### src/rtl/sync_arith_unit_pkg.sv
// Shared op encoding and status-flag bit positions for the sync_arith_unit slice.
package sync_arith_unit_pkg;

    typedef enum logic [1:0] {
        OP_ADD = 2'b00,
        OP_SUB = 2'b01,
        OP_SLT = 2'b10,
        OP_NEG = 2'b11
    } op_e;

    localparam int STATUS_W = 4;
    localparam int ST_ZERO  = 0;
    localparam int ST_NEG   = 1;
    localparam int ST_OVF   = 2;
    localparam int ST_CARRY = 3;

endpackage

### src/rtl/sync_arith_unit_if.sv
// Operand/op bundle and next-state result/flags between the register stage and the ALU core.
interface sync_arith_unit_if
    import sync_arith_unit_pkg::*;
#(
    parameter int BITS = 32
) ();

    logic [BITS-1:0]     arg_a;
    logic [BITS-1:0]     arg_b;
    op_e                 op;
    logic [BITS-1:0]     nxt_result;
    logic [STATUS_W-1:0] nxt_status;

    modport master (
        output arg_a,
        output arg_b,
        output op,
        input  nxt_result,
        input  nxt_status
    );

    modport slave (
        input  arg_a,
        input  arg_b,
        input  op,
        output nxt_result,
        output nxt_status
    );

endinterface

### src/rtl/sync_arith_unit_comb.sv
// Purely combinational ALU core: next result and ZERO/NEG/OVF/CARRY flags.
// Zero latency, no handshake; the caller registers the outputs.
module arith_unit_comb
    import sync_arith_unit_pkg::*;
#(
    parameter int BITS = 32
) (
    sync_arith_unit_if.slave bus
);

    localparam int MSB = BITS - 1;
    localparam logic [BITS-1:0] MOST_NEG = {1'b1, {(BITS-1){1'b0}}};

    logic [BITS:0]       w_sum;
    logic [BITS:0]       w_diff;
    logic [BITS-1:0]     w_neg;
    logic                w_lt;
    logic [BITS-1:0]     w_res;
    logic                w_ovf;
    logic                w_carry;
    logic [STATUS_W-1:0] w_status;

    assign w_sum  = {1'b0, bus.arg_a} + {1'b0, bus.arg_b};
    assign w_diff = {1'b0, bus.arg_a} - {1'b0, bus.arg_b};
    assign w_neg  = {BITS{1'b0}} - bus.arg_a;

    // Differing signs decide directly; equal signs reduce to the unsigned borrow.
    assign w_lt = (bus.arg_a[MSB] != bus.arg_b[MSB]) ? bus.arg_a[MSB] : w_diff[BITS];

    always_comb begin
        w_res   = '0;
        w_ovf   = 1'b0;
        w_carry = 1'b0;
        case (bus.op)
            OP_ADD: begin
                w_res   = w_sum[MSB:0];
                w_carry = w_sum[BITS];
                w_ovf   = (bus.arg_a[MSB] == bus.arg_b[MSB]) && (w_sum[MSB] != bus.arg_a[MSB]);
            end
            OP_SUB: begin
                w_res   = w_diff[MSB:0];
                w_carry = w_diff[BITS];
                w_ovf   = (bus.arg_a[MSB] != bus.arg_b[MSB]) && (w_diff[MSB] != bus.arg_a[MSB]);
            end
            OP_SLT: begin
                w_res = {{(BITS-1){1'b0}}, w_lt};
            end
            OP_NEG: begin
                w_res = w_neg;
                w_ovf = (bus.arg_a == MOST_NEG);
            end
            default: ;
        endcase
    end

    always_comb begin
        w_status           = '0;
        w_status[ST_ZERO]  = ~|w_res;
        w_status[ST_NEG]   = w_res[MSB];
        w_status[ST_OVF]   = w_ovf;
        w_status[ST_CARRY] = w_carry;
    end

    assign bus.nxt_result = w_res;
    assign bus.nxt_status = w_status;

endmodule

### src/rtl/sync_arith_unit.sv
// Registered ALU: result and flags appear one cycle after the operands, one op per cycle.
// No backpressure; synchronous active-high reset clears both outputs.
module sync_arith_unit
    import sync_arith_unit_pkg::*;
#(
    parameter int BITS = 32
) (
    input  logic                i_clk,
    input  logic                i_reset,
    input  logic [BITS-1:0]     i_arg_A,
    input  logic [BITS-1:0]     i_arg_B,
    input  logic [1:0]          i_op,
    output logic [BITS-1:0]     o_result,
    output logic [STATUS_W-1:0] o_status
);

    logic [BITS-1:0]     r_result;
    logic [STATUS_W-1:0] r_status;

    sync_arith_unit_if #(.BITS(BITS)) w_bus ();

    assign w_bus.arg_a = i_arg_A;
    assign w_bus.arg_b = i_arg_B;
    assign w_bus.op    = op_e'(i_op);

    arith_unit_comb #(.BITS(BITS)) u_comb (
        .bus (w_bus.slave)
    );

    always_ff @(posedge i_clk) begin
        if (i_reset) begin
            r_result <= '0;
            r_status <= '0;
        end else begin
            r_result <= w_bus.nxt_result;
            r_status <= w_bus.nxt_status;
        end
    end

    assign o_result = r_result;
    assign o_status = r_status;

endmodule

### config.mk
export PLATFORM = sky130hd
export DESIGN_NAME = sync_arith_unit
export DESIGN_NICKNAME = d
export VERILOG_FILES = /design/src/rtl/sync_arith_unit_pkg.sv /design/src/rtl/sync_arith_unit_if.sv /design/src/rtl/sync_arith_unit_comb.sv /design/src/rtl/sync_arith_unit.sv
export SDC_FILE = /design/constraint.sdc
export NUM_CORES = 1
export LEC_CHECK = 0
export CORE_MARGIN = 2
export CORE_UTILIZATION = 59
export CTS_CLUSTER_SIZE = 25
export DETAILED_ROUTE_END_ITERATION = 7
export GPL_TIMING_DRIVEN = 0
export PLACE_DENSITY = 0.9
export SLEW_MARGIN = 0
export SYNTH_ARGS = -nofsm -noshare
export SYNTH_HDL_FRONTEND = slang
export SYNTH_SLANG_ARGS = --single-unit
export TNS_END_PERCENT = 1
### constraint.sdc
create_clock -name i_clk -period 11.7 [get_ports i_clk]
set_clock_uncertainty 0.2 [all_clocks]
set_input_delay 3.51 -clock i_clk [delete_from_list [all_inputs] [get_ports i_clk]]
set_output_delay 3.51 -clock i_clk [all_outputs]
set_load 0.005 [all_outputs]
Word-level counts from Yosys, hierarchy flattened
Cells that the tools add are included.
Word-level totals
  register bits: 36
  input bits: 68
  logic and storage cells: 22
Operators by class
  add/sub/neg operators: 3
  equal/unequal tests: 8
  mux-type cells: 4
  reductions and logical operators: 5
Operator list (count)
  case mux 32 bit (4 select lines): 1
  adder 32 x 32 -> 33 bit: 1
  subtractor 32 x 32 -> 33 bit: 1
  == test 32 bit, second input constant: 1
  OR reduction 32 bit: 1
  subtractor 1 x 32 -> 32 bit, first input constant: 1
  == test 2 bit, second input constant: 2
  inequality test 1 bit: 3
  case mux 1 bit (3 select lines): 1
  == test 2 x 1 -> 1 bit, second input constant: 1
  logical AND 1 bit: 2
  logical NOT 2 bit: 1
  case mux 1 bit (2 select lines): 1
  == test 1 bit: 1
  logical NOT 1 bit: 1
  two-way mux 1 bit: 1

Depth between registers and ports, before layout
Gate-level depths: netlist (run 1).
  word-level depth: 5
  mapped depth: 14
  mapped depth without buffers: 14

Cells and area by module
Synthesis (run 1) repeated with hierarchy kept, for this count alone.
Unflattened totals
  cell total of the unflattened synthesis: 867
  area, all modules: 6175.9 um^2
Modules (own cells, without submodules)
  arith_unit_comb: instances 1, cells an instance 792, area each 5181.2 um^2, sequential area each 0.0 um^2
  sync_arith_unit: instances 1, cells an instance 75, area each 994.7 um^2, sequential area each 720.7 um^2

Least setup slack after synthesis (run 1)
Ideal clock, no wire load.
  path kind: input port to flip-flop
  start point: input port i_arg_B[7]
  end point: register r_status[0], in the netlist o_status[0]
  library setup time: 73 ps
  arrival: 6430 ps
  required time: 11427 ps
  slack: 4997 ps
  stages: 14
  path buffers: 1
  path through: inv_1 > ha_1 > clkbuf_1 > nand2_1 > nor3_1 > o311ai_0 > a311oi_1 > nor3_1 > or4_1 > a221oi_1 > nand4_1 > nor4b_1 > nand4_1 > nor3_2
Between the ends
  cells in the longest elaborated chain, start to end: 5
RTL lines
  start: declaration: line sync_arith_unit.sv:11  | input logic [BITS-1:0] i_arg_B,
  subtractor 32 x 32 -> 33 bit: line sync_arith_unit_comb.sv:24  | assign w_diff = {1'b0, bus.arg_a} - {1'b0, bus.arg_b};
  two-way mux 1 bit: line sync_arith_unit_comb.sv:28  | assign w_lt = (bus.arg_a[MSB] != bus.arg_b[MSB]) ? bus.arg_a[MSB] : w_diff[BITS];
  case mux 32 bit (4 select lines) (*): line sync_arith_unit_comb.sv:34  | case (bus.op)
  OR reduction 32 bit (*): line sync_arith_unit_comb.sv:58  | w_status[ST_ZERO] = ~|w_res;
  logical NOT 1 bit (*): line sync_arith_unit_comb.sv:58
  end signal: assignment: line sync_arith_unit.sv:36  | r_status <= w_bus.nxt_status;
  end: declaration: line sync_arith_unit.sv:18  | logic [STATUS_W-1:0] r_status;
Mark *: on every way between the ends. The rest lies on a longest branch, timed or not.
A chain may end at the register's enable or synchronous reset.

Worst setup path after layout (run 1)
  start point: input port i_arg_A[4]
  end point: register r_status[0], in the netlist o_status[0]
Between the ends
  cells in the longest elaborated chain, start to end: 5
RTL lines
  start: declaration: line sync_arith_unit.sv:10  | input logic [BITS-1:0] i_arg_A,
  subtractor 32 x 32 -> 33 bit: line sync_arith_unit_comb.sv:24
  two-way mux 1 bit: line sync_arith_unit_comb.sv:28
  case mux 32 bit (4 select lines) (*): line sync_arith_unit_comb.sv:34
  OR reduction 32 bit (*): line sync_arith_unit_comb.sv:58
  logical NOT 1 bit (*): line sync_arith_unit_comb.sv:58
Marked as above.

==> results.md, run 1 <==
* Post-CTS Resized at 0
* # nets final at 1106
* Gr usage total at 0.401
* Post-Syn Area at 5910 um2
* PortBufs at 102
* Final setup vio count at 0
* Status: complete, no violations
* Rows at 36
* TritonCTS buffer count at 5
* DIE AREA at 10800 um2
* Synth unique cells at 76
* CTS Buffer Depth at 2
* Pwr/cell area at 80.4 nW/um2
* Avg WL per Cell at 20.2 um
* Ports at 104
* Post-CTS Setup Inserts at 0
* Met1 Usage GRT at 0.528
* Crit path launch type: input port
* Synthesized area per cell at 6.85 um2
* CTS Hold Bufs at 0
* Via count at 7457
* GR peak layer: met2
* Clock transition at path regs at 70 ps
* MaxCap Viol Count at 0
* Share of Yosys cell area claimed by the top area cell type at 0.138
* Width of the die at 104 um
* Vias/cell at 6.75
* CTS tree: built
* Largest net degree at the start of global routing at 12
* Grt met3 use at 0.0758
* Commonest non-fill, non-tap cell in the layout: clkdlybuf4s50_1
* Antenna Cells at 0
* Leakage Power at 2.87 nW
* TritonRoute pass-1 iters at 7
* Highest clock rate at 123 MHz
* Unrepaired setup endpoints after global routing: false
* EDFF count, synth at 0
* First-pass GRT wire length at 35500 um
* Antenna violations before repair at 0
* Crit path kind: input port to flip-flop
* Period Utilization, post-route at 0.693
* DRC at 0
* Starting density of the core at 0.607
* Crit-path max cell delay at 910 ps
* Critical-path top delay cell: o311ai_0
* Slew headroom at 0.297
* Synth Warn # at 0
* Commonest cells after routing, fill and taps aside: 102 x clkdlybuf4s50_1, 97 x nor2_1, 73 x a21oi_1
* Crit. End Element: flip-flop
* Cell Chain, Critical Path: clkdlybuf4s50_1 -> ha_1 -> clkbuf_1 -> a21oi_1 -> a21oi_1 -> o311ai_0 -> a21oi_1 -> o41ai_1 -> a21oi_1 -> nor4b_1 -> a221oi_1 -> mux2i_1 -> nand4_1 -> nor3_2
* Grt total ovfl at 0
* Hpwl dp at 17600 um
* Worst hold path class: input port to flip-flop
* Core area at 9730 um2
* Crit path max fanout at 9
* M2 GR Usage at 0.642
* Final hold vios at 0
* Post-synthesis sequential area ratio at 0.119
* Ranking of synthesized cells by area: ha_1 14%, dfxtp_1 12%, a21oi_1 6.2%, nor2_1 6.2%, xnor2_1 5.3%
* Post-synth top area cell: ha_1
* Worst-case vdd ir drop at 49.2 uV
* Cell mode on critical path: a21oi_1
* Number of global-route vias before repair at 6934
* Clk root buf: clkbuf_8
* Setup TNS at 0 ps
* CTS Sinks at 35
* Syn_nets at 997
* Initial DRC count at 756
* Fin crit period at 8100 ps
* Hold WS at 3390 ps
* Main flop type after synthesis: dfxtp_1
* #FFs+latches synth at 35
* RD Place Congestion at 1.07
* Async SR Flop Fraction at 0
* Tightest Pin Transition at 1040 ps
* Die span in y at 104 um
* # H-tree levels at 2
* Arrival time at the worst endpoint at 8120 ps
* Count of final max-slew check failures at 0
* Routed Antenna Nets at 0
* Final WL at 22300 um
* Required time worst endpoint at 11720 ps
* Layout overhead on the synthesized area at 22.1%
* Fill count at 794
* Synthesized instance count at 862
* Share of post-route cells with drive strength above 1 at 0.0360
[state kept, by name (all words and copies together) (netlist names)]
register / flops
o_status: 4
o_result: 31
[Yosys cell counts (5+ instances only)]
| library cell | instances |
|---|---|
| a211oi_1 | 13 |
| a21o_1 | 6 |
| a21oi_1 | 73 |
| a221oi_1 | 5 |
| a22oi_1 | 11 |
| a311oi_1 | 5 |
| a31oi_1 | 8 |
| and3_1 | 5 |
| buf_1 | 6 |
| clkbuf_1 | 39 |
| dfxtp_1 | 35 |
| ha_1 | 65 |
| inv_1 | 67 |
| nand2_1 | 59 |
| nand2b_1 | 9 |
| nand3_1 | 26 |
| nand4_1 | 17 |
| nor2_1 | 97 |
| nor2b_1 | 19 |
| nor3_1 | 26 |
| nor4_1 | 15 |
| o211ai_1 | 13 |
| o21ai_0 | 50 |
| o21bai_1 | 13 |
| o221ai_1 | 5 |
| o311ai_0 | 5 |
| o31ai_1 | 14 |
| or2_2 | 8 |
| or3_1 | 8 |
| or4_1 | 8 |
| xnor2_1 | 36 |
| xor2_1 | 11 |
[metal layers]
layer  up-vias  share of wire
met5         -              0
met4         0          0.038
met3        98           0.13
met2       607           0.44
met1      3376           0.39
li1       3376              -
[path summary, 6_finish.rpt]
kind,end,start,cells after the start
worst min-delay path,o_result[16],i_reset,2
worst max-delay path,o_status[0],i_arg_A[4],14
[kinds of logic (layout without fill, tap and decap cells)]
logic type | count (synthesis) | count (layout) | share of synthesized area
xor+xnor | 47 | 47 | 0.0697
simple gates | 325 | 325 | 0.284
fa+ha+maj | 67 | 67 | 0.144
buf+inv | 116 | 226 | 0.0758
compound gates | 267 | 267 | 0.299
mux | 5 | 5 | 0.00868
flops | 35 | 35 | 0.119
[cell type report]
cell class / instances / area, um2 / share of cell area
Buffer: 48 / 193 / 0.0267
Clock buffer: 6 / 82.6 / 0.0114
Clock inverter: 2 / 35.0 / 0.00486
Inverter: 68 / 255 / 0.0354
Multi-Input combinational cell: 711 / 4760 / 0.660
Sequential cell: 35 / 701 / 0.0971
Tap cell: 133 / 166 / 0.0231
Timing Repair Buffer: 102 / 1020 / 0.142
[report_power, final]
group | leakage, nW | switching, W | internal (W)
clock network | 0.0612 | 0.0000467 | 0.0000690
logic | 2.52 | 0.000197 | 0.000133
registers | 0.289 | 0.00000399 | 0.000130
[through the flow]
step | std cells | total power, W | setup slack, ps | utilization | instance area (um2)
floorplan | 862 | 0.000332 | 5000 | - | 5910
global placement | 1097 | 0.000447 | 3710 | 0.729 | 7100
detailed placement | 1097 | 0.000451 | 3720 | 0.729 | 7100
CTS | 1105 | 0.000565 | 3800 | 0.741 | 7210
global route | 1105 | 0.000609 | 3450 | 0.741 | 7210
finish | 1105 | 0.000580 | 3600 | 0.741 | 7210
[critical path: cells and delay by family]
kind,cells,cell delay [ps]
AO/OA/AOI/OAI,7,2470
buffers and inverters,2,840
AND/OR/NAND/NOR,3,770
adder cells (fa/ha/maj),1,280
multiplexers,1,260
(Power assumes the default switching activity.)
==> inputs of run 2 (changes only) <==
--- a/config.mk
+++ b/config.mk
@@ -6,11 +6,11 @@
 export NUM_CORES = 1
 export LEC_CHECK = 0
 export CORE_MARGIN = 2
-export CORE_UTILIZATION = 59
+export CORE_UTILIZATION = 50
 export CTS_CLUSTER_SIZE = 25
 export DETAILED_ROUTE_END_ITERATION = 7
 export GPL_TIMING_DRIVEN = 0
-export PLACE_DENSITY = 0.9
+export PLACE_DENSITY = 0.81
 export SLEW_MARGIN = 0
 export SYNTH_ARGS = -nofsm -noshare
 export SYNTH_HDL_FRONTEND = slang
==> constraint.sdc (replaced) <==
create_clock -name i_clk -period 7.24 [get_ports i_clk]
set_clock_uncertainty 0.2 [all_clocks]
set_input_delay 2.172 -clock i_clk [delete_from_list [all_inputs] [get_ports i_clk]]
set_output_delay 2.172 -clock i_clk [all_outputs]
set_load 0.005 [all_outputs]
==> run 2 against run 1 <==
  * Combinational power is 60% higher
  * Largest power group unchanged
  * Clock power is 89% higher
  * Final cell count rose by 0.90%
  * Hold slack got worse by 1300 ps
==> results.md, run 2 (synthesis gave the netlist of run 1 again) <==
* Area of the multi-input gates at 4760 um2
* Final hold vios at 0
* Largest net degree at the start of global routing at 13
* First-pass GRT wire length at 34400 um
* Final WL at 21900 um
* Grt met3 use at 0.0595
* DIE AREA at 12700 um2
* Vias/cell at 6.38
* Gr usage total at 0.335
* Combinational power share at 0.548
* Slew headroom at 0.187
* Tightest Pin Transition at 1200 ps
* Period Utilization, post-route at 0.940
* Crit. End Element: flip-flop
* Count of final max-slew check failures at 0
* Post-CTS Setup Inserts at 0
* Highest clock rate at 147 MHz
* Switch share at 0.417
* Rows at 39
* Die span in y at 113 um
* Share of post-route cells with drive strength above 1 at 0.0360
* Met1 Usage GRT at 0.470
* # H-tree levels at 2
* CTS Sinks at 35
* GR peak layer: met2
* Flip-flop count of the largest register after layout at 31
* Initial DRC count at 838
* M2 GR Usage at 0.523
* Arrival time at the worst endpoint at 6810 ps
* PortBufs at 102
* Pwr/cell area at 133 nW/um2
* Crit path launch type: input port
* Crit path kind: input port to flip-flop
* Crit path max fanout at 9
* Worst-case vdd ir drop at 197 uV
* Commonest non-fill, non-tap cell in the layout: clkdlybuf4s50_1
* Grt total ovfl at 0
* Hpwl dp at 17600 um
* Starting density of the core at 0.515
* Net Sw Power at 0.000403 W
* Core area at 11500 um2
* Final Util at 0.633
* # nets final at 1106
* Unrepaired setup endpoints after global routing: false
* Status: complete, no violations
* Antenna violations before repair at 0
* Layout overhead on the synthesized area at 22.9%
* Via count at 7113
* Post-CTS Resized at 0
* Fin crit period at 6810 ps
* Internal at 0.000562 W
* DRC at 0
* Clk pwr share at 0.227
* Number of global-route vias before repair at 6492
* Setup TNS at 0 ps
* RD Place Congestion at 1.03
* CTS Hold Bufs at 0
* Routed Antenna Nets at 0
* Ports at 104
* CTS Buffer Depth at 2
* Final setup vio count at 0
* Clk root buf: clkbuf_16
* MaxCap Viol Count at 0
* CTS tree: built
* Worst hold path class: input port to flip-flop
* Antenna Cells at 0
* Fill count at 1083
* Avg WL per Cell at 19.6 um
* TritonCTS buffer count at 5
* Sequential power share at 0.225
* Required time worst endpoint at 7250 ps
* Leakage Power at 2.89 nW
* Commonest cells after routing, fill and taps aside: 102 x clkdlybuf4s50_1, 97 x nor2_1, 73 x a21oi_1
* Sequential cell area at 701 um2
* Clock transition at path regs at 60 ps
* Width of the die at 113 um
* TritonRoute pass-1 iters at 6
[run 2: final timing paths]
check | start | endpoint | cells past startpoint
worst max-delay path | i_arg_A[4] | o_status[0] | 14
worst min-delay path | i_reset | o_result[16] | 2
[run 2: power groups by stage]
| stage | sequential [W] | clock (W) | combinational, W |
|---|---|---|---|
| 6_report | 0.000217 | 0.000219 | 0.000529 |
| 5_1_grt | 0.000218 | 0.000227 | 0.000571 |
| 4_1_cts | 0.000217 | 0.000217 | 0.000514 |
| 3_5_place_dp | 0.000221 | 0 | 0.000510 |
| 3_3_place_gp | 0.000221 | 0 | 0.000509 |
| 2_1_floorplan | 0.000222 | 0 | 0.000314 |
[run 2: final cells by class]
class	count	share of cell area
Sequential cell	35	0.0965
Tap cell	143	0.0246
Multi-Input combinational cell	711	0.655
Clock inverter	2	0.00224
Timing Repair Buffer	102	0.141
Inverter	68	0.0351
Buffer	48	0.0265
Clock buffer	6	0.0191
[run 2: critical path, stage by stage]
cell	delay, ps
clkdlybuf4s50_1	650
ha_1	290
clkbuf_1	200
a21oi_1	270
a21oi_1	160
o311ai_0	1030
a21oi_1	230
o41ai_1	700
a21oi_1	160
nor4b_1	300
a221oi_1	110
mux2i_1	230
nand4_1	130
nor3_2	180
[run 2: routing by layer]
metal	part of all wire	up-vias
li1	-	3380
met1	0.44	3242
met2	0.43	428
met3	0.10	63
met4	0.030	0
met5	0	-
[run 2: through the flow]
stage / instance area [um2] / instances / hold slack (ps) / total power [W] / setup WS (ps)
CTS: 7260 / 1115 / 2070 / 0.000948 / 614
global route: 7260 / 1115 / 2090 / 0.00102 / 224
detailed placement: 7110 / 1107 / 2350 / 0.000731 / 356
finish: 7260 / 1115 / 2070 / 0.000965 / 433
global placement: 7110 / 1107 / 2350 / 0.000730 / 382
floorplan: 5910 / 862 / 2200 / 0.000536 / 1870
==> inputs of run 3 (changes only) <==
--- a/config.mk
+++ b/config.mk
@@ -5,12 +5,13 @@
 export SDC_FILE = /design/constraint.sdc
 export NUM_CORES = 1
 export LEC_CHECK = 0
+export ABC_AREA = 0
 export CORE_MARGIN = 2
 export CORE_UTILIZATION = 50
 export CTS_CLUSTER_SIZE = 25
 export DETAILED_ROUTE_END_ITERATION = 7
 export GPL_TIMING_DRIVEN = 0
-export PLACE_DENSITY = 0.81
+export PLACE_DENSITY = 0.76
 export SLEW_MARGIN = 0
 export SYNTH_ARGS = -nofsm -noshare
 export SYNTH_HDL_FRONTEND = slang
==> run 3 against run 2 <==
  * Count of clock-buffer cells in the layout stayed put
  * Hold slack worse by 1.5 ps
  * First-iteration DRC count down 3.2%
  * Combinational power is 0.8% lower
  * Maximum frequency is essentially flat
  * Power down 0.45%
  * Sequential power about the same
  * Flip-flop and latch count stayed put
  * Design area unchanged
  * Largest cell class unchanged
==> results.md, run 3 (synthesis gave the netlist of run 1 again) <==
* Crit-path max cell delay at 570 ps
* Hpwl dp at 17500 um
* Routed Antenna Nets at 0
* Crit path launch type: input port
* RD Place Congestion at 0.997
* Clk pwr share at 0.227
* Final Util at 0.633
* Clk root buf: clkbuf_16
* Commonest non-fill, non-tap cell in the layout: clkdlybuf4s50_1
* Final WL at 21600 um
* Fill count at 1114
* Antenna violations before repair at 0
* First-pass GRT wire length at 33800 um
* Antenna Cells at 0
* Post-CTS Resized at 0
* TritonRoute pass-1 iters at 5
* Starting density of the core at 0.515
* Initial DRC count at 811
* CTS Hold Bufs at 0
* Die span in y at 113 um
* Leakage Power at 2.89 nW
* CTS Sinks at 35
* Crit path max fanout at 7
* MaxCap Viol Count at 0
* Slew headroom at 0.238
* Area of the multi-input gates at 4760 um2
* Worst-case vdd ir drop at 193 uV
* Pwr/cell area at 132 nW/um2
* CTS tree: built
* Largest net degree at the start of global routing at 13
* Internal at 0.000562 W
* DRC at 0
* Hold Path Depth at 2
* Status: complete, no violations
* Switch share at 0.415
* Cell Chain, Critical Path: clkdlybuf4s50_1 -> ha_1 -> clkbuf_1 -> inv_1 -> nor3_1 -> o311ai_0 -> a311oi_1 -> nor3_1 -> or4_1 -> a221oi_1 -> nand4_1 -> nor4b_1 -> nand4_1 -> nor3_2
* DIE AREA at 12700 um2
* Gr usage total at 0.330
* Via count at 7038
* Fin crit period at 6810 ps
* # nets final at 1106
* Layout overhead on the synthesized area at 22.9%
* Final hold vios at 0
* Grt total ovfl at 0
* Width of the die at 113 um
* Sequential power share at 0.226
* Arrival time at the worst endpoint at 6800 ps
* Commonest cells after routing, fill and taps aside: 102 x clkdlybuf4s50_1, 97 x nor2_1, 73 x a21oi_1
* Required time worst endpoint at 7240 ps
* Ports at 104
* PortBufs at 102
* Post-CTS Setup Inserts at 0
* Highest clock rate at 147 MHz
* Critical-path top delay cell: or4_1
* Hold path endpoint: o_result[16]
* TritonCTS buffer count at 5
* CTS Buffer Depth at 2
* Share of post-route cells with drive strength above 1 at 0.0360
* Worst hold path class: input port to flip-flop
* Rows at 39
* Tightest Pin Transition at 1130 ps
* Setup TNS at 0 ps
* Unrepaired setup endpoints after global routing: false
* Crit path kind: input port to flip-flop
* Sequential cell area at 701 um2
* Core area at 11500 um2
* Final setup vio count at 0
* Period Utilization, post-route at 0.940
* Count of final max-slew check failures at 0
* Combinational power share at 0.547
* Critical hold path startpoint: i_reset
* # H-tree levels at 2
* Crit. End Element: flip-flop
* Net Sw Power at 0.000398 W
* Number of global-route vias before repair at 6372
* Vias/cell at 6.31
* Avg WL per Cell at 19.4 um
* Flip-flop count of the largest register after layout at 31
* Clock transition at path regs at 60 ps
run 3: cell counts in the layout (fill, tap and decap cells not counted):
No cell type changed its count.
run 3: cell type report:
type                       instances  area share
tap                              143      0.0246
inverter                          68      0.0351
buffer                            48      0.0265
clock buffer                       6      0.0191
sequential                        35      0.0965
timing repair buffer             102       0.141
multi-input combinational        711       0.655
clock inverter                     2     0.00224
run 3: power groups by stage:
stage,combinational (W),sequential [W],clock (W)
6_report,0.000525,0.000217,0.000218
5_1_grt,0.000569,0.000218,0.000227
4_1_cts,0.000511,0.000217,0.000218
3_5_place_dp,0.000508,0.000221,0
3_3_place_gp,0.000506,0.000221,0
2_1_floorplan,0.000314,0.000222,0
run 3: worst max path at each step:
stage	start	cells after the start	to	slack (ps)
detailed placement	i_arg_A[7]	14	o_status[0]	450
global placement	i_arg_A[14]	14	o_status[0]	460
global route	i_arg_A[14]	14	o_status[0]	330
finish	i_arg_A[14]	14	o_status[0]	430
floorplan	i_arg_B[7]	14	o_status[0]	1870
CTS	i_arg_A[14]	14	o_status[0]	690
run 3: metal layers:
layer	part of all wire	global-route usage	up-vias
met1	0.43	0.461	3214
met2	0.44	0.529	400
met5	0	0	-
met4	0.022	0.0789	0
li1	-	-	3381
met3	0.10	0.0621	43
run 3: critical path: cells and delay by family:
| family | cells | cell delay (ps) |
|---|---|---|
| AOI/OAI and AO/OA | 3 | 1320 |
| adders and majority gates | 1 | 350 |
| and+or+nand+nor | 7 | 1960 |
| buffers and inverters | 3 | 990 |
run 3: stage by stage:
| step | std cells | cell area (um2) | total power [W] | worst slack, ps | hold slack, ps |
|---|---|---|---|---|---|
| after detailed placement | 1107 | 7110 | 0.000729 | 451 | 2350 |
| after floorplan | 862 | 5910 | 0.000536 | 1870 | 2200 |
| after global routing | 1115 | 7260 | 0.00101 | 330 | 2110 |
| after global placement | 1107 | 7110 | 0.000727 | 458 | 2350 |
| after CTS | 1115 | 7260 | 0.000946 | 688 | 2060 |
| final | 1115 | 7260 | 0.000961 | 435 | 2070 |
